**src/rtl/fan_ctrl_pkg.sv**
```systemverilog
// Shared definitions for the multi-channel fan controller: register map
// offsets, STAT bit positions and the Wishbone address decode helpers.
package fan_ctrl_pkg;

   typedef enum logic [1:0] {
      OFF_DUTY   = 2'd0,
      OFF_TACH   = 2'd1,
      OFF_THRESH = 2'd2,
      OFF_STAT   = 2'd3
   } regOff_e;

   localparam logic [5:0] ADR_SUMMARY = 6'h3F;

   localparam int STAT_STALL_BIT = 0;
   localparam int STAT_MASK_BIT  = 1;

   // Each channel owns four consecutive words starting at 4*channel.
   function automatic logic [3:0] adrChan(input logic [5:0] adr);
      return adr[5:2];
   endfunction

   function automatic regOff_e adrOff(input logic [5:0] adr);
      return regOff_e'(adr[1:0]);
   endfunction

endpackage

```
**src/rtl/fan_tach.sv**
```systemverilog
// One tachometer channel: input synchroniser, falling-edge counter with
// saturation, per-window latch and sticky stall flag.
module fan_tach
   import fan_ctrl_pkg::*;
#(
   parameter int CNT_W = 27
) (
   input  logic             CLK_I,
   input  logic             RST_I,
   input  logic             fan_i,
   input  logic             winEnd_i,
   input  logic [CNT_W-1:0] thresh_i,
   input  logic             clrStall_i,
   output logic [CNT_W-1:0] tach_o,
   output logic             stall_o
);

   logic [2:0]       sync_q;
   logic [CNT_W-1:0] count_q, count_d;
   logic [CNT_W-1:0] tach_q, tach_d;
   logic             stall_q, stall_d;
   logic             fallEdge;

   assign fallEdge = sync_q[2] & ~sync_q[1];

   // An edge seen in the window-end cycle belongs to the next window, and a
   // stall set in that cycle overrides a simultaneous software clear.
   always_comb begin
      count_d = count_q;
      tach_d  = tach_q;
      stall_d = stall_q;
      if (clrStall_i) begin
         stall_d = 1'b0;
      end
      if (winEnd_i) begin
         tach_d  = count_q;
         count_d = fallEdge ? CNT_W'(1) : '0;
         if ((thresh_i != '0) && (count_q < thresh_i)) begin
            stall_d = 1'b1;
         end
      end else if (fallEdge && (count_q != '1)) begin
         count_d = count_q + CNT_W'(1);
      end
   end

   always_ff @(posedge CLK_I or posedge RST_I) begin
      if (RST_I) begin
         sync_q  <= '0;
         count_q <= '0;
         tach_q  <= '0;
         stall_q <= 1'b0;
      end else begin
         sync_q  <= {sync_q[1:0], fan_i};
         count_q <= count_d;
         tach_q  <= tach_d;
         stall_q <= stall_d;
      end
   end

   assign tach_o  = tach_q;
   assign stall_o = stall_q;

endmodule

```
**src/rtl/fan_ctrl.sv**
```systemverilog
// Wishbone fan controller top: register decode, shared PWM and window
// counters, per-channel tach instances, registered read mux and interrupt.
module fan_ctrl
   import fan_ctrl_pkg::*;
#(
   parameter int NCH      = 2,
   parameter int PWM_W    = 10,
   parameter int CNT_W    = 27,
   parameter int TACH_WIN = 49_999_999
) (
   input  logic             CLK_I,
   input  logic             RST_I,
   input  logic             STB_I,
   input  logic             WE_I,
   input  logic [5:0]       ADR_I,
   input  logic [31:0]      DAT_I,
   output logic             ACK_O,
   output logic [31:0]      DAT_O,
   output logic             ERR_O,
   output logic             RTY_O,
   input  logic [NCH-1:0]   FAN_IN,
   output logic [NCH-1:0]   PWM_O,
   output logic             IRQ_O
);

   localparam int WIN_W = (TACH_WIN > 0) ? $clog2(TACH_WIN + 1) : 1;
   localparam logic [WIN_W-1:0] WIN_LAST = WIN_W'(TACH_WIN);

   logic             ack_q;
   logic [31:0]      dat_q;
   logic [31:0]      readData;
   logic             access, wrAccess;
   logic [3:0]       chan;
   regOff_e          off;
   logic [NCH-1:0]   chanSel;
   logic [NCH-1:0]   clrStall;

   logic [PWM_W-1:0] pwmCnt_q;
   logic [WIN_W-1:0] winCnt_q;
   logic             winEnd;

   logic [PWM_W-1:0] dutyShadow_q [NCH];
   logic [PWM_W-1:0] dutyActive_q [NCH];
   logic [CNT_W-1:0] thresh_q     [NCH];
   logic [CNT_W-1:0] tach         [NCH];
   logic [NCH-1:0]   mask_q;
   logic [NCH-1:0]   stall;

   assign access   = STB_I & ~ack_q;
   assign wrAccess = access & WE_I;
   assign chan     = adrChan(ADR_I);
   assign off      = adrOff(ADR_I);
   assign winEnd   = (winCnt_q == WIN_LAST);

   always_comb begin
      chanSel  = '0;
      clrStall = '0;
      for (int c = 0; c < NCH; c++) begin
         chanSel[c]  = (chan == 4'(c));
         clrStall[c] = wrAccess & chanSel[c] & (off == OFF_STAT) & DAT_I[STAT_STALL_BIT];
      end
   end

   always_ff @(posedge CLK_I or posedge RST_I) begin
      if (RST_I) begin
         for (int c = 0; c < NCH; c++) begin
            dutyShadow_q[c] <= '0;
            thresh_q[c]     <= '0;
         end
         mask_q <= '1;
      end else if (wrAccess) begin
         for (int c = 0; c < NCH; c++) begin
            if (chanSel[c]) begin
               case (off)
                  OFF_DUTY:   dutyShadow_q[c] <= DAT_I[PWM_W-1:0];
                  OFF_THRESH: thresh_q[c]     <= DAT_I[CNT_W-1:0];
                  OFF_STAT:   mask_q[c]       <= DAT_I[STAT_MASK_BIT];
                  default:    ;
               endcase
            end
         end
      end
   end

   // Active duty only changes at the wrap so every period is whole.
   always_ff @(posedge CLK_I or posedge RST_I) begin
      if (RST_I) begin
         pwmCnt_q <= '0;
         winCnt_q <= '0;
         for (int c = 0; c < NCH; c++) begin
            dutyActive_q[c] <= '0;
         end
      end else begin
         pwmCnt_q <= pwmCnt_q + PWM_W'(1);
         winCnt_q <= winEnd ? '0 : winCnt_q + WIN_W'(1);
         if (pwmCnt_q == '1) begin
            for (int c = 0; c < NCH; c++) begin
               dutyActive_q[c] <= dutyShadow_q[c];
            end
         end
      end
   end

   always_comb begin
      PWM_O = '0;
      for (int c = 0; c < NCH; c++) begin
         PWM_O[c] = (pwmCnt_q < dutyActive_q[c]);
      end
   end

   for (genvar g = 0; g < NCH; g++) begin : gTach
      fan_tach #(
         .CNT_W (CNT_W)
      ) uTach (
         .CLK_I      (CLK_I),
         .RST_I      (RST_I),
         .fan_i      (FAN_IN[g]),
         .winEnd_i   (winEnd),
         .thresh_i   (thresh_q[g]),
         .clrStall_i (clrStall[g]),
         .tach_o     (tach[g]),
         .stall_o    (stall[g])
      );
   end

   always_comb begin
      readData = '0;
      if (ADR_I == ADR_SUMMARY) begin
         readData = 32'(stall);
      end else begin
         for (int c = 0; c < NCH; c++) begin
            if (chanSel[c]) begin
               case (off)
                  OFF_DUTY:   readData = 32'(dutyShadow_q[c]);
                  OFF_TACH:   readData = 32'(tach[c]);
                  OFF_THRESH: readData = 32'(thresh_q[c]);
                  default: begin
                     readData[STAT_STALL_BIT] = stall[c];
                     readData[STAT_MASK_BIT]  = mask_q[c];
                  end
               endcase
            end
         end
      end
   end

   // Read data is only presented in the acknowledge cycle.
   always_ff @(posedge CLK_I or posedge RST_I) begin
      if (RST_I) begin
         ack_q <= 1'b0;
         dat_q <= '0;
      end else begin
         ack_q <= access;
         dat_q <= (access & ~WE_I) ? readData : '0;
      end
   end

   assign ACK_O = ack_q;
   assign DAT_O = dat_q;
   assign ERR_O = 1'b0;
   assign RTY_O = 1'b0;
   assign IRQ_O = |(stall & ~mask_q);

endmodule

```
**config.mk**
```make
export PLATFORM = sky130hd
export DESIGN_NAME = fan_ctrl
export DESIGN_NICKNAME = d
export VERILOG_FILES = /design/src/rtl/fan_ctrl_pkg.sv /design/src/rtl/fan_tach.sv /design/src/rtl/fan_ctrl.sv
export SDC_FILE = /design/constraint.sdc
export NUM_CORES = 1
export LEC_CHECK = 0
export ABC_AREA = 1
export BUFFER_PORTS_ARGS = -buffer_cell sky130_fd_sc_hd__buf_4
export CELL_PAD_IN_SITES_DETAIL_PLACEMENT = 1
export CELL_PAD_IN_SITES_GLOBAL_PLACEMENT = 1
export CORE_UTILIZATION = 40
export DETAILED_ROUTE_END_ITERATION = 7
export GPL_TIMING_DRIVEN = 0
export PLACE_DENSITY = 0.81
export SETUP_SLACK_MARGIN = 0.2
export SYNTH_ARGS = -nofsm -noshare
export SYNTH_HDL_FRONTEND = slang
export SYNTH_SLANG_ARGS = --single-unit
```
**constraint.sdc**
```tcl
create_clock -name CLK_I -period 24.8 [get_ports CLK_I]
set_clock_uncertainty 0.05 [all_clocks]
set_input_delay 3.72 -clock CLK_I [delete_from_list [all_inputs] [get_ports CLK_I]]
set_output_delay 3.72 -clock CLK_I [all_outputs]
set_load 0.005 [all_outputs]
```
==> results of run 1 <==
-- metal layers --
metal,global-route usage,share of wire,vias up,routed length [um]
met5,0,0,-,0
met4,0.126,0.047,0,2490
met3,0.0334,0.045,128,2400
met2,0.477,0.48,375,25700
met1,0.362,0.42,7045,22400
li1,-,-,6541,-
-- stage by stage --
step                      utilization  setup slack, ps  power, W  cells  hold slack, ps
final                           0.472            19000   0.00109   2595             296
after global routing            0.472            18870   0.00112   2595             314
after CTS                       0.472            18970   0.00109   2595             300
after detailed placement        0.443            19110  0.000613   2538             286
after global placement          0.442            10130  0.000604   2536             282
after floorplan                     -            13420  0.000563   1965             281
-- cell type report --
cell class	instances	area [sq um]	share of cell area
Sequential cell	276	6910	0.397
Inverter	262	991	0.0570
Clock inverter	14	158	0.00906
Multi-Input combinational cell	1359	6860	0.395
Timing Repair Buffer	69	558	0.0321
Tap cell	504	631	0.0363
Buffer	68	393	0.0226
Clock buffer	43	891	0.0512
-- critical path: stages (launching register included) --
cell                      delay [ps]
sky130_fd_sc_hd__dfrtp_1         450
sky130_fd_sc_hd__ha_1            380
sky130_fd_sc_hd__nand4_1         150
sky130_fd_sc_hd__nor4_1          260
sky130_fd_sc_hd__nor2_1           80
sky130_fd_sc_hd__buf_4           140
-- cell families (layout without fill, tap and decap cells) --
family,count (synthesis),after routing,share of synthesized area
flip-flops,276,276,0.457
XOR/XNOR,30,30,0.0174
other,1,7,0.000248
AND/OR/NAND/NOR,891,891,0.248
buffers and inverters,330,456,0.0910
adder cells (fa/ha/maj),74,74,0.0612
AO/OA/AOI/OAI,357,357,0.125
-- worst min-delay path by stage --
stage	from	end	slack, ps	cells past startpoint
2_1_floorplan	gTach[0].uTach.sync_q[0]	gTach[0].uTach.sync_q[1]	280	0
3_3_place_gp	gTach[1].uTach.sync_q[0]	gTach[1].uTach.sync_q[1]	280	0
3_5_place_dp	gTach[1].uTach.sync_q[0]	gTach[1].uTach.sync_q[1]	290	0
4_1_cts	gTach[1].uTach.sync_q[0]	gTach[1].uTach.sync_q[1]	300	0
5_1_grt	gTach[0].uTach.sync_q[0]	gTach[0].uTach.sync_q[1]	310	0
6_report	gTach[1].uTach.sync_q[0]	gTach[1].uTach.sync_q[1]	300	0
-- power groups by stage --
| stage | Sequential, W | Clock (W) | Combinational [W] |
|---|---|---|---|
| after global placement | 0.000491 | 0 | 0.000113 |
| after global routing | 0.000486 | 0.000499 | 0.000139 |
| after floorplan | 0.000484 | 0 | 0.0000785 |
| after detailed placement | 0.000491 | 0 | 0.000122 |
| final | 0.000484 | 0.000479 | 0.000123 |
| after CTS | 0.000483 | 0.000483 | 0.000123 |
-- cells in the mapped netlist (3+ instances only) --
cell	instances	area, sq um
sky130_fd_sc_hd__buf_6	12	135
sky130_fd_sc_hd__inv_1	255	957
sky130_fd_sc_hd__o21ai_1	77	385
sky130_fd_sc_hd__buf_4	8	60.1
sky130_fd_sc_hd__nand3_1	56	280
sky130_fd_sc_hd__nand2_1	525	1970
sky130_fd_sc_hd__o21ai_0	181	906
sky130_fd_sc_hd__xor2_1	25	219
sky130_fd_sc_hd__nand2_4	5	56.3
sky130_fd_sc_hd__o22ai_1	8	50.1
sky130_fd_sc_hd__a21oi_1	58	290
sky130_fd_sc_hd__o211ai_1	7	52.6
sky130_fd_sc_hd__nand4_1	63	394
sky130_fd_sc_hd__nor2_1	188	706
sky130_fd_sc_hd__nand2_2	7	43.8
sky130_fd_sc_hd__nand3_2	4	40.0
sky130_fd_sc_hd__nor2_4	4	45.0
sky130_fd_sc_hd__ha_1	74	926
sky130_fd_sc_hd__nor3_2	3	30.0
sky130_fd_sc_hd__xnor2_1	5	43.8
sky130_fd_sc_hd__a22oi_1	9	67.6
sky130_fd_sc_hd__a41oi_1	6	52.6
sky130_fd_sc_hd__nor3_1	28	140
sky130_fd_sc_hd__dfrtp_1	274	6860
sky130_fd_sc_hd__inv_2	5	18.8
sky130_fd_sc_hd__clkbuf_1	34	128
sky130_fd_sc_hd__o21bai_1	3	22.5
sky130_fd_sc_hd__nor2_2	6	37.5
sky130_fd_sc_hd__buf_2	14	70.1
-- state kept, by name, indices dropped and copies added (netlist names) --
name and flops:
ACK_O 1, DAT_O 27, dutyActive_q 20, dutyShadow_q 20
gTach.uTach.count_q 54, gTach.uTach.stall_o 2, gTach.uTach.sync_q 6, gTach.uTach.tach_o 54
mask_q 2, pwmCnt_q 10, thresh_q 54, winCnt_q 26
==> impl_metrics.prom, run 1 <==
# TYPE chip_impl_metric gauge
chip_impl_info{name="rr_endpoint",value="gTach[0].uTach.stall_o"} 1
chip_impl_metric{name="htree_num_levels",unit=""} 1
chip_impl_metric{name="asyncSetResetFlopFracSynth",unit=""} 1.00
chip_impl_metric{name="final-setup-viol-count",unit=""} 0
chip_impl_metric{name="critPathMaxFanout",unit=""} 4
chip_impl_metric{name="synth.yosys.seq_area_share",unit=""} 0.457
chip_impl_metric{name="power_switching_share",unit=""} 0.277
chip_impl_metric{name="post-route-period-util",unit=""} 0.234
chip_impl_metric{name="globalRouteTotalUtil",unit=""} 0.282
chip_impl_metric{name="synth_enable_flop_cells",unit=""} 0
chip_impl_info{name="critical_path_class",value="reg2out"} 1
chip_impl_metric{name="internal_power",unit="W"} 0.000785
chip_impl_metric{name="synth_seq_cells",unit=""} 276
chip_impl_metric{name="clk_latency",unit="ps"} 580
chip_impl_metric{name="synth_area",unit="sq um"} 15100
chip_impl_metric{name="synthesis.yosys.warnings",unit=""} 0
chip_impl_info{name="worst_setup_path_end_kind",value="output pin"} 1
chip_impl_metric{name="routed_via_density",unit=""} 5.43
chip_impl_metric{name="first_global_vias",unit=""} 14900
chip_impl_metric{name="maxCapViolations",unit=""} 0
chip_impl_metric{name="cts_made_buffers",unit=""} 31
chip_impl_metric{name="placed_cell_area",unit="sq um"} 16300
chip_impl_metric{name="ff2ff_setup_slack",unit="ps"} 22230
chip_impl_metric{name="post-cts-setup-buffers",unit=""} 0
chip_impl_metric{name="floorplan.die.height",unit="um"} 196
chip_impl_metric{name="seq_power_share",unit=""} 0.445
chip_impl_metric{name="floorplan.die.width",unit="um"} 196
chip_impl_metric{name="insertedDiodeCount",unit=""} 0
chip_impl_metric{name="start_util",unit=""} 0.410
chip_impl_metric{name="ctsResizeCount",unit=""} 0
chip_impl_metric{name="io-pin-count",unit=""} 82
chip_impl_metric{name="count_of_vias_placed_by_the_detailed_router",unit=""} 14100
chip_impl_info{name="cp-startpoint",value="pwmCnt_q[9]"} 1
chip_impl_metric{name="period_needed",unit="ps"} 5800
chip_impl_metric{name="clkSlewWorstSetupHoldPaths",unit="ps"} 60
chip_impl_metric{name="area.growth.synth_to_final",unit="%"} 15.0
chip_impl_metric{name="timing.max_slew.rel_slack",unit=""} 0.561
chip_impl_info{name="timing.hold.worst.class",value="reg2reg"} 1
chip_impl_metric{name="syn_area_per_cell",unit="sq um"} 7.72
chip_impl_info{name="result_of_the_run",value="completed"} 1
chip_impl_info{name="most-common-layout-cells",value="sky130_fd_sc_hd__nand2_1, sky130_fd_sc_hd__dfrtp_1, sky130_fd_sc_hd__inv_1"} 1
chip_impl_metric{name="wl_per_cell",unit="um"} 20.4
chip_impl_metric{name="drcViolationCount",unit=""} 0
chip_impl_metric{name="hold_viol",unit=""} 0
chip_impl_metric{name="comb_power_share",unit=""} 0.113
chip_impl_metric{name="drt_pre_antenna_iters",unit=""} 5
chip_impl_metric{name="timing_worst_slew_pin_value",unit="ps"} 659
chip_impl_metric{name="timing_max_transition_violations_final",unit=""} 0
chip_impl_info{name="synth-main-ff-cell",value="sky130_fd_sc_hd__dfrtp_1"} 1
chip_impl_metric{name="power_frac_clock",unit=""} 0.441
chip_impl_metric{name="synthCells",unit=""} 1959
chip_impl_info{name="critical_path.endpoint",value="PWM_O[0]"} 1
chip_impl_metric{name="first_pass_grt_wire_length",unit="um"} 83700
chip_impl_info{name="layout.cells.most_common",value="sky130_fd_sc_hd__nand2_1"} 1
chip_impl_metric{name="cts.path.max_buffers",unit=""} 3
chip_impl_metric{name="totalNegativeSetupSlack",unit="ps"} 0
chip_impl_metric{name="power_density",unit="nW/um^2"} 62.4
chip_impl_metric{name="p_leak",unit="nW"} 8.06
chip_impl_metric{name="floorplan_core_area",unit="sq um"} 36900
chip_impl_info{name="cts-root-buf",value="sky130_fd_sc_hd__clkbuf_16"} 1
chip_impl_metric{name="vdd_drop_max",unit="V"} 0.0000490
chip_impl_metric{name="p_sw",unit="W"} 0.000301
chip_impl_metric{name="worst_path_required_time",unit="ps"} 21030
chip_impl_metric{name="num-nets-final",unit=""} 2185
chip_impl_metric{name="floorplan.die_area",unit="sq um"} 38600
chip_impl_metric{name="holdBufCountCts",unit=""} 0
chip_impl_metric{name="routabilityCongestion",unit=""} 0.915
chip_impl_metric{name="cp_data_arrival_time",unit="ps"} 2030
chip_impl_metric{name="clock-sinks",unit=""} 276
chip_impl_info{name="reg2reg_from",value="winCnt_q[0]"} 1
chip_impl_metric{name="drtIter0Drc",unit=""} 837
chip_impl_metric{name="numPortBuffers",unit=""} 67
chip_impl_metric{name="place_hpwl",unit="um"} 41000
chip_impl_metric{name="detail_route.wirelength",unit="um"} 53000
chip_impl_metric{name="num-fill-cells",unit=""} 4577
chip_impl_metric{name="finish.instance_area",unit="sq um"} 17400
chip_impl_info{name="rsz0062_at_grt",value="no"} 1
chip_impl_info{name="critPathLaunchType",value="flop"} 1
chip_impl_metric{name="worstRegToRegCells",unit=""} 10
chip_impl_metric{name="global_route.overflow_total",unit=""} 0
chip_impl_metric{name="max_freq",unit="MHz"} 172
chip_impl_metric{name="grt_antenna_before_repair",unit=""} 0
chip_impl_metric{name="post_route_cells_drive_above_1_share",unit=""} 0.0918
chip_impl_metric{name="fp-row-count",unit=""} 70
chip_impl_metric{name="library_cells_used_by_synthesis",unit=""} 38
chip_impl_info{name="tritoncts",value="built"} 1
chip_impl_metric{name="detail-route-antenna-nets",unit=""} 0
chip_impl_metric{name="grt_max_degree",unit=""} 125
(Power assumes the default switching activity.)
==> inputs of run 2 (changes only) <==
--- a/config.mk
+++ b/config.mk
@@ -5,14 +5,14 @@
 export SDC_FILE = /design/constraint.sdc
 export NUM_CORES = 1
 export LEC_CHECK = 0
-export ABC_AREA = 1
+export ABC_AREA = 0
 export BUFFER_PORTS_ARGS = -buffer_cell sky130_fd_sc_hd__buf_4
 export CELL_PAD_IN_SITES_DETAIL_PLACEMENT = 1
 export CELL_PAD_IN_SITES_GLOBAL_PLACEMENT = 1
 export CORE_UTILIZATION = 40
 export DETAILED_ROUTE_END_ITERATION = 7
 export GPL_TIMING_DRIVEN = 0
-export PLACE_DENSITY = 0.81
+export PLACE_DENSITY = 0.79
 export SETUP_SLACK_MARGIN = 0.2
 export SYNTH_ARGS = -nofsm -noshare
 export SYNTH_HDL_FRONTEND = slang
==> constraint.sdc (replaced) <==
create_clock -name CLK_I -period 5.5 [get_ports CLK_I]
set_clock_uncertainty 0.05 [all_clocks]
set_input_delay 0.825 -clock CLK_I [delete_from_list [all_inputs] [get_ports CLK_I]]
set_output_delay 0.825 -clock CLK_I [all_outputs]
set_load 0.005 [all_outputs]
==> impl_metrics.prom, run 2 <==
# TYPE chip_impl_metric gauge
chip_impl_metric{name="clk_latency",unit="ps"} 570
chip_impl_metric{name="routed_via_density",unit=""} 5.54
chip_impl_metric{name="detail_route.wirelength",unit="um"} 42900
chip_impl_metric{name="totalNegativeSetupSlack",unit="ps"} 0
chip_impl_metric{name="start_util",unit=""} 0.405
chip_impl_info{name="cts-root-buf",value="sky130_fd_sc_hd__clkbuf_16"} 1
chip_impl_info{name="synth-main-ff-cell",value="sky130_fd_sc_hd__dfrtp_1"} 1
chip_impl_metric{name="timing_worst_slew_pin_value",unit="ps"} 846
chip_impl_metric{name="io-pin-count",unit=""} 82
chip_impl_metric{name="area.growth.synth_to_final",unit="%"} 16.3
chip_impl_metric{name="drtIter0Drc",unit=""} 604
chip_impl_metric{name="comb_power_share",unit=""} 0.084
chip_impl_metric{name="maxCapViolations",unit=""} 0
chip_impl_metric{name="synth.yosys.seq_area_share",unit=""} 0.496
chip_impl_metric{name="vdd_drop_max",unit="V"} 0.000245
chip_impl_metric{name="insertedDiodeCount",unit=""} 0
chip_impl_metric{name="wl_per_cell",unit="um"} 21.1
chip_impl_info{name="rsz0062_at_grt",value="no"} 1
chip_impl_metric{name="grt_antenna_before_repair",unit=""} 0
chip_impl_metric{name="floorplan_core_area",unit="sq um"} 34500
chip_impl_metric{name="post_route_cells_drive_above_1_share",unit=""} 0.129
chip_impl_metric{name="synth_enable_flop_cells",unit=""} 0
chip_impl_metric{name="floorplan.die_area",unit="sq um"} 35600
chip_impl_metric{name="ctsResizeCount",unit=""} 0
chip_impl_metric{name="period_needed",unit="ps"} 3380
chip_impl_info{name="critical_path_class",value="reg2out"} 1
chip_impl_metric{name="first_global_vias",unit=""} 12200
chip_impl_metric{name="detail-route-antenna-nets",unit=""} 0
chip_impl_metric{name="holdBufCountCts",unit=""} 0
chip_impl_metric{name="grt_max_degree",unit=""} 46
chip_impl_metric{name="timing_max_transition_violations_final",unit=""} 0
chip_impl_metric{name="power_density",unit="nW/um^2"} 290
chip_impl_metric{name="clkSlewWorstSetupHoldPaths",unit="ps"} 60
chip_impl_metric{name="htree_num_levels",unit=""} 1
chip_impl_metric{name="hold_viol",unit=""} 0
chip_impl_metric{name="seq_power_share",unit=""} 0.476
chip_impl_metric{name="floorplan.die.width",unit="um"} 189
chip_impl_metric{name="drt_pre_antenna_iters",unit=""} 4
chip_impl_info{name="most-common-layout-cells",value="sky130_fd_sc_hd__nand2_1, sky130_fd_sc_hd__dfrtp_1, sky130_fd_sc_hd__nor2_1"} 1
chip_impl_metric{name="synth_top_area_share",unit=""} 0.492
chip_impl_info{name="synthDominantAreaCellType",value="sky130_fd_sc_hd__dfrtp_1"} 1
chip_impl_info{name="crit_chain",value="ha_1 > a21o_1 > a21oi_1 > o21ai_0 > a2111oi_0 > o21a_1 > buf_4"} 1
chip_impl_metric{name="fp-row-count",unit=""} 68
chip_impl_info{name="synthTopCellsByCount",value="sky130_fd_sc_hd__nand2_1, sky130_fd_sc_hd__dfrtp_1, sky130_fd_sc_hd__nor2_1, sky130_fd_sc_hd__o21ai_0, sky130_fd_sc_hd__inv_1"} 1
chip_impl_metric{name="max_freq",unit="MHz"} 296
chip_impl_metric{name="timing.max_slew.rel_slack",unit=""} 0.436
chip_impl_metric{name="worst_path_required_time",unit="ps"} 4620
chip_impl_info{name="timing.hold.worst.class",value="in2async"} 1
chip_impl_info{name="result_of_the_run",value="completed"} 1
chip_impl_metric{name="final-setup-viol-count",unit=""} 0
chip_impl_metric{name="globalRouteTotalUtil",unit=""} 0.247
chip_impl_metric{name="post-route-period-util",unit=""} 0.615
chip_impl_metric{name="clock-sinks",unit=""} 276
chip_impl_metric{name="global_route.overflow_total",unit=""} 0
chip_impl_metric{name="power_switching_share",unit=""} 0.253
chip_impl_info{name="synthMostInstantiatedCell",value="sky130_fd_sc_hd__nand2_1"} 1
chip_impl_metric{name="post_layout_nonfiller_instances",unit=""} 2036
chip_impl_metric{name="p_leak",unit="nW"} 7.99
chip_impl_metric{name="floorplan.die.height",unit="um"} 189
chip_impl_metric{name="cts_made_buffers",unit=""} 31
chip_impl_metric{name="syn_area_per_cell",unit="sq um"} 9.65
chip_impl_metric{name="cts.path.max_buffers",unit=""} 3
chip_impl_metric{name="synth_seq_cells",unit=""} 276
chip_impl_info{name="critPathLaunchType",value="flop"} 1
chip_impl_metric{name="first_pass_grt_wire_length",unit="um"} 68500
chip_impl_metric{name="synth_area",unit="sq um"} 13900
chip_impl_info{name="worst_setup_path_end_kind",value="output pin"} 1
chip_impl_metric{name="count_of_vias_placed_by_the_detailed_router",unit=""} 11300
chip_impl_info{name="synth_top_cells_by_area",value="sky130_fd_sc_hd__dfrtp_1, sky130_fd_sc_hd__nand2_1, sky130_fd_sc_hd__ha_1"} 1
chip_impl_metric{name="synthesis.yosys.warnings",unit=""} 0
chip_impl_metric{name="crit_path_max_incr_delay",unit="ps"} 520
chip_impl_metric{name="place_hpwl",unit="um"} 32800
chip_impl_metric{name="num-nets-final",unit=""} 1676
chip_impl_metric{name="numPortBuffers",unit=""} 66
chip_impl_metric{name="numPlacedInstances",unit=""} 1980
chip_impl_metric{name="routabilityCongestion",unit=""} 0.899
chip_impl_metric{name="post-cts-setup-buffers",unit=""} 0
chip_impl_metric{name="internal_power",unit="W"} 0.00352
chip_impl_info{name="tritoncts",value="built"} 1
chip_impl_info{name="cpMaxStageDelayCell",value="sky130_fd_sc_hd__a2111oi_0"} 1
chip_impl_info{name="layout.cells.most_common",value="sky130_fd_sc_hd__nand2_1"} 1
chip_impl_metric{name="asyncSetResetFlopFracSynth",unit=""} 1.00
chip_impl_metric{name="drcViolationCount",unit=""} 0
chip_impl_metric{name="library_cells_used_by_synthesis",unit=""} 62
chip_impl_metric{name="synthCells",unit=""} 1445
chip_impl_metric{name="p_sw",unit="W"} 0.00119
chip_impl_metric{name="cp_data_arrival_time",unit="ps"} 2510
chip_impl_metric{name="critPathMaxFanout",unit=""} 4
chip_impl_metric{name="power_frac_clock",unit=""} 0.439
## run 2: cell types whose count changed in the layout (fill, tap and decap cells not counted), moves of 18 or more
cell and change:
sky130_fd_sc_hd__a22oi_1 +23, sky130_fd_sc_hd__nor2_1 -81, sky130_fd_sc_hd__inv_1 -176, sky130_fd_sc_hd__nand2_1 -234, sky130_fd_sc_hd__and4_1 +18, sky130_fd_sc_hd__mux2_4 +20, sky130_fd_sc_hd__xor2_1 +21, sky130_fd_sc_hd__o21ai_0 -90
sky130_fd_sc_hd__nand4_1 -35, sky130_fd_sc_hd__mux2i_1 +18, sky130_fd_sc_hd__a21oi_1 -19, sky130_fd_sc_hd__xnor2_1 +22, sky130_fd_sc_hd__o21ai_1 -76
## run 2: path summary, 6_finish.rpt
check                      slack (ps)                          to  depth (start not counted)                     start
hold / removal                    300  gTach[1].uTach.count_q[23]                          2                     RST_I
min in group CLK_I                310    gTach[0].uTach.sync_q[1]                          0  gTach[0].uTach.sync_q[0]
max in group asynchronous        3770            dutyShadow_q[19]                          6                     RST_I
setup reg to reg                 2850      gTach[0].uTach.stall_o                          8              thresh_q[36]
hold reg to reg                   310    gTach[0].uTach.sync_q[1]                          0  gTach[0].uTach.sync_q[0]
setup / recovery                 2120                    PWM_O[0]                          7               pwmCnt_q[1]
## run 2: layout make-up
| type | count | area (sq um) |
|---|---|---|
| repair buffers | 74 | 663 |
| multi-input cells | 1025 | 6410 |
| clock inverters | 4 | 45.0 |
| well taps | 455 | 569 |
| plain buffers | 71 | 347 |
| inverters | 79 | 300 |
| fillers | 3907 | 18200 |
| flip-flops and latches | 276 | 6910 |
| clock buffers | 52 | 975 |
## run 2: power groups by stage
stage	clock, W	sequential [W]	combinational (W)
2_1_floorplan	0	0.00223	0.000250
3_3_place_gp	0	0.00227	0.000353
3_5_place_dp	0	0.00228	0.000394
4_1_cts	0.00211	0.00224	0.000399
5_1_grt	0.00218	0.00225	0.000443
6_report	0.00207	0.00224	0.000396
## run 2: cell families after synthesis
group / Yosys count / share of synthesized area
multiplexers: 49 / 0.0466
AND/OR/NAND/NOR: 591 / 0.195
buffers and inverters: 150 / 0.0461
XOR/XNOR: 73 / 0.0459
flip-flops: 276 / 0.496
other: 1 / 0.000269
adder cells (fa/ha/maj): 74 / 0.0664
AO/OA/AOI/OAI: 231 / 0.104
## run 2: layer usage
metal / GRT usage / wire length (um) / share of wire / vias to the layer above
met5: 0 / 0 / 0 / -
met4: 0.0955 / 1560 / 0.036 / 0
met3: 0.0328 / 2330 / 0.054 / 82
met2: 0.403 / 20200 / 0.47 / 305
met1: 0.334 / 18800 / 0.44 / 5736
li1: - / - / - / 5166
## run 2: worst max-delay path: cells and delay by family, from the launching register on
family	cells	cell delay, ps
compound gates	5	1120
flops	1	420
fa+ha+maj	1	310
buf+inv	1	100
## run 2: metrics by stage
step / instance area [sq um] / setup WS (ps) / util / hold WS (ps) / total power, W
global route: 16200 / 1960 / 0.471 / 296 / 0.00488
detailed placement: 15200 / 2350 / 0.441 / 286 / 0.00267
finish: 16200 / 2120 / 0.471 / 295 / 0.00471
global placement: 15000 / -690 / 0.436 / 283 / 0.00263
floorplan: 14000 / 975 / - / 281 / 0.00248
CTS: 16200 / 2100 / 0.471 / 290 / 0.00474
==> inputs of run 3 (changes only) <==
==> constraint.sdc (replaced) <==
create_clock -name CLK_I -period 3.52 [get_ports CLK_I]
set_clock_uncertainty 0.05 [all_clocks]
set_input_delay 0.528 -clock CLK_I [delete_from_list [all_inputs] [get_ports CLK_I]]
set_output_delay 0.528 -clock CLK_I [all_outputs]
set_load 0.005 [all_outputs]
==> impl_metrics.prom, run 3 (synthesis results as in run 2) <==
# TYPE chip_impl_metric gauge
chip_impl_metric{name="post_route_cells_drive_above_1_share",unit=""} 0.129
chip_impl_metric{name="detail-route-antenna-nets",unit=""} 0
chip_impl_metric{name="routed_via_density",unit=""} 5.54
chip_impl_info{name="tritoncts",value="built"} 1
chip_impl_metric{name="timing.max_slew.rel_slack",unit=""} 0.445
chip_impl_metric{name="max_freq",unit="MHz"} 325
chip_impl_metric{name="maxCapViolations",unit=""} 0
chip_impl_metric{name="critPathMaxFanout",unit=""} 4
chip_impl_metric{name="power_density",unit="nW/um^2"} 453
chip_impl_info{name="rsz0062_at_grt",value="no"} 1
chip_impl_metric{name="ctsResizeCount",unit=""} 0
chip_impl_metric{name="post-cts-setup-buffers",unit=""} 0
chip_impl_metric{name="timing_max_transition_violations_final",unit=""} 0
chip_impl_metric{name="first_global_vias",unit=""} 12200
chip_impl_info{name="timing.hold.worst.class",value="in2reg"} 1
chip_impl_metric{name="detail_route.wirelength",unit="um"} 42900
chip_impl_info{name="critPathLaunchType",value="flop"} 1
chip_impl_info{name="worst_setup_path_end_kind",value="output pin"} 1
chip_impl_info{name="most-common-layout-cells",value="sky130_fd_sc_hd__nand2_1, sky130_fd_sc_hd__dfrtp_1, sky130_fd_sc_hd__nor2_1"} 1
chip_impl_metric{name="place_hpwl",unit="um"} 32800
chip_impl_metric{name="finalCoreUtilization",unit=""} 0.471
chip_impl_metric{name="routabilityCongestion",unit=""} 0.899
chip_impl_metric{name="clkSlewWorstSetupHoldPaths",unit="ps"} 60
chip_impl_metric{name="globalRouteTotalUtil",unit=""} 0.247
chip_impl_metric{name="count_of_vias_placed_by_the_detailed_router",unit=""} 11300
chip_impl_metric{name="p_leak",unit="nW"} 8.00
chip_impl_metric{name="post-route-period-util",unit=""} 0.874
chip_impl_info{name="result_of_the_run",value="completed"} 1
chip_impl_metric{name="floorplan.die.height",unit="um"} 189
chip_impl_metric{name="clk_latency",unit="ps"} 570
chip_impl_metric{name="crit_path_max_incr_delay",unit="ps"} 520
chip_impl_metric{name="floorplan.die.width",unit="um"} 189
chip_impl_metric{name="drt_pre_antenna_iters",unit=""} 5
chip_impl_info{name="crit_chain",value="ha_1 > a21o_1 > a21oi_1 > o21ai_0 > a2111oi_0 > o21a_1 > buf_4"} 1
chip_impl_metric{name="num-nets-final",unit=""} 1678
chip_impl_metric{name="area.growth.synth_to_final",unit="%"} 16.5
chip_impl_metric{name="start_util",unit=""} 0.405
chip_impl_metric{name="wl_per_cell",unit="um"} 21.0
chip_impl_metric{name="timing_worst_slew_pin_value",unit="ps"} 833
chip_impl_info{name="critical_path_class",value="reg2out"} 1
chip_impl_metric{name="fp-row-count",unit=""} 68
chip_impl_metric{name="cts_made_buffers",unit=""} 31
chip_impl_info{name="cpMaxStageDelayCell",value="sky130_fd_sc_hd__a2111oi_0"} 1
chip_impl_metric{name="cp_data_arrival_time",unit="ps"} 2500
chip_impl_metric{name="drcViolationCount",unit=""} 0
chip_impl_metric{name="first_pass_grt_wire_length",unit="um"} 68600
chip_impl_metric{name="drtIter0Drc",unit=""} 579
chip_impl_metric{name="floorplan_core_area",unit="sq um"} 34500
chip_impl_metric{name="grt_max_degree",unit=""} 46
chip_impl_metric{name="io-pin-count",unit=""} 82
chip_impl_metric{name="fin_total_pwr",unit="W"} 0.00736
chip_impl_metric{name="period_needed",unit="ps"} 3080
chip_impl_metric{name="insertedDiodeCount",unit=""} 0
chip_impl_metric{name="global_route.overflow_total",unit=""} 0
chip_impl_metric{name="clock-sinks",unit=""} 276
chip_impl_metric{name="final-setup-viol-count",unit=""} 0
chip_impl_metric{name="vdd_drop_max",unit="V"} 0.000381
chip_impl_metric{name="grt_antenna_before_repair",unit=""} 0
chip_impl_metric{name="floorplan.die_area",unit="sq um"} 35600
chip_impl_metric{name="cts.path.max_buffers",unit=""} 3
chip_impl_metric{name="hold_viol",unit=""} 0
chip_impl_info{name="cts-root-buf",value="sky130_fd_sc_hd__clkbuf_16"} 1
chip_impl_metric{name="worst_path_required_time",unit="ps"} 2940
chip_impl_metric{name="numPortBuffers",unit=""} 66
chip_impl_info{name="layout.cells.most_common",value="sky130_fd_sc_hd__nand2_1"} 1
chip_impl_metric{name="htree_num_levels",unit=""} 1
## run 3: cell type report
class | count | area [sq um]
fillers | 3906 | 18200
flip-flops and latches | 276 | 6910
multi-input cells | 1025 | 6410
clock buffers | 52 | 975
repair buffers | 76 | 683
well taps | 455 | 569
plain buffers | 71 | 347
inverters | 79 | 300
clock inverters | 4 | 45.0
## run 3: metal layers
metal  part of all wire  routed length [um]  GRT usage
met3              0.047                2040     0.0328
met1               0.44               19100      0.334
met5                  0                   0          0
met4              0.036                1560     0.0955
met2               0.47               20200      0.403
## run 3: what timing repair did
item                                    CTS  global route
endpoints found under the setup margin    0             0
hold endpoints to repair                 24             0
hold buffers                              2             0
## run 3: critical path, delay by kind of cell, from the launching register on
kind	cells	cell delay, ps
buffers and inverters	1	100
DFF	1	420
adders and majority gates	1	310
AOI/OAI and AO/OA	5	1120
## run 3: where the power goes
part	internal [W]	leakage [nW]	switching, W
Clock	0.00193	0.505	0.00130
Combinational	0.000248	3.95	0.000374
Sequential	0.00331	3.54	0.000194
Total	0.00549	8.00	0.00187
## run 3: stage by stage
step           area [sq um]  setup TNS (ps)  hold WS (ps)  std cells  setup WS, ps
4_1_cts               16200               0       0.00272       2038           422
6_report              16200               0          23.1       2038           442
3_3_place_gp          15000         -643690           283       1972         -2370
2_1_floorplan         14000         -193920           281       1451          -708
5_1_grt               16200               0          3.80       2038           276
3_5_place_dp          15200               0           286       1980           665
## run 3: worst paths after layout
kind | from | endpoint | slack (ps) | cells after the start
worst max-delay path | pwmCnt_q[1] | PWM_O[0] | 440 | 7
worst min-delay path | FAN_IN[0] | gTach[0].uTach.sync_q[0] | 20 | 1
worst max register to register | thresh_q[36] | gTach[0].uTach.stall_o | 880 | 8
worst min register to register | gTach[0].uTach.sync_q[0] | gTach[0].uTach.sync_q[1] | 310 | 0
min in group asynchronous | RST_I | winCnt_q[20] | 550 | 3
max in group asynchronous | RST_I | dutyShadow_q[19] | 1530 | 7
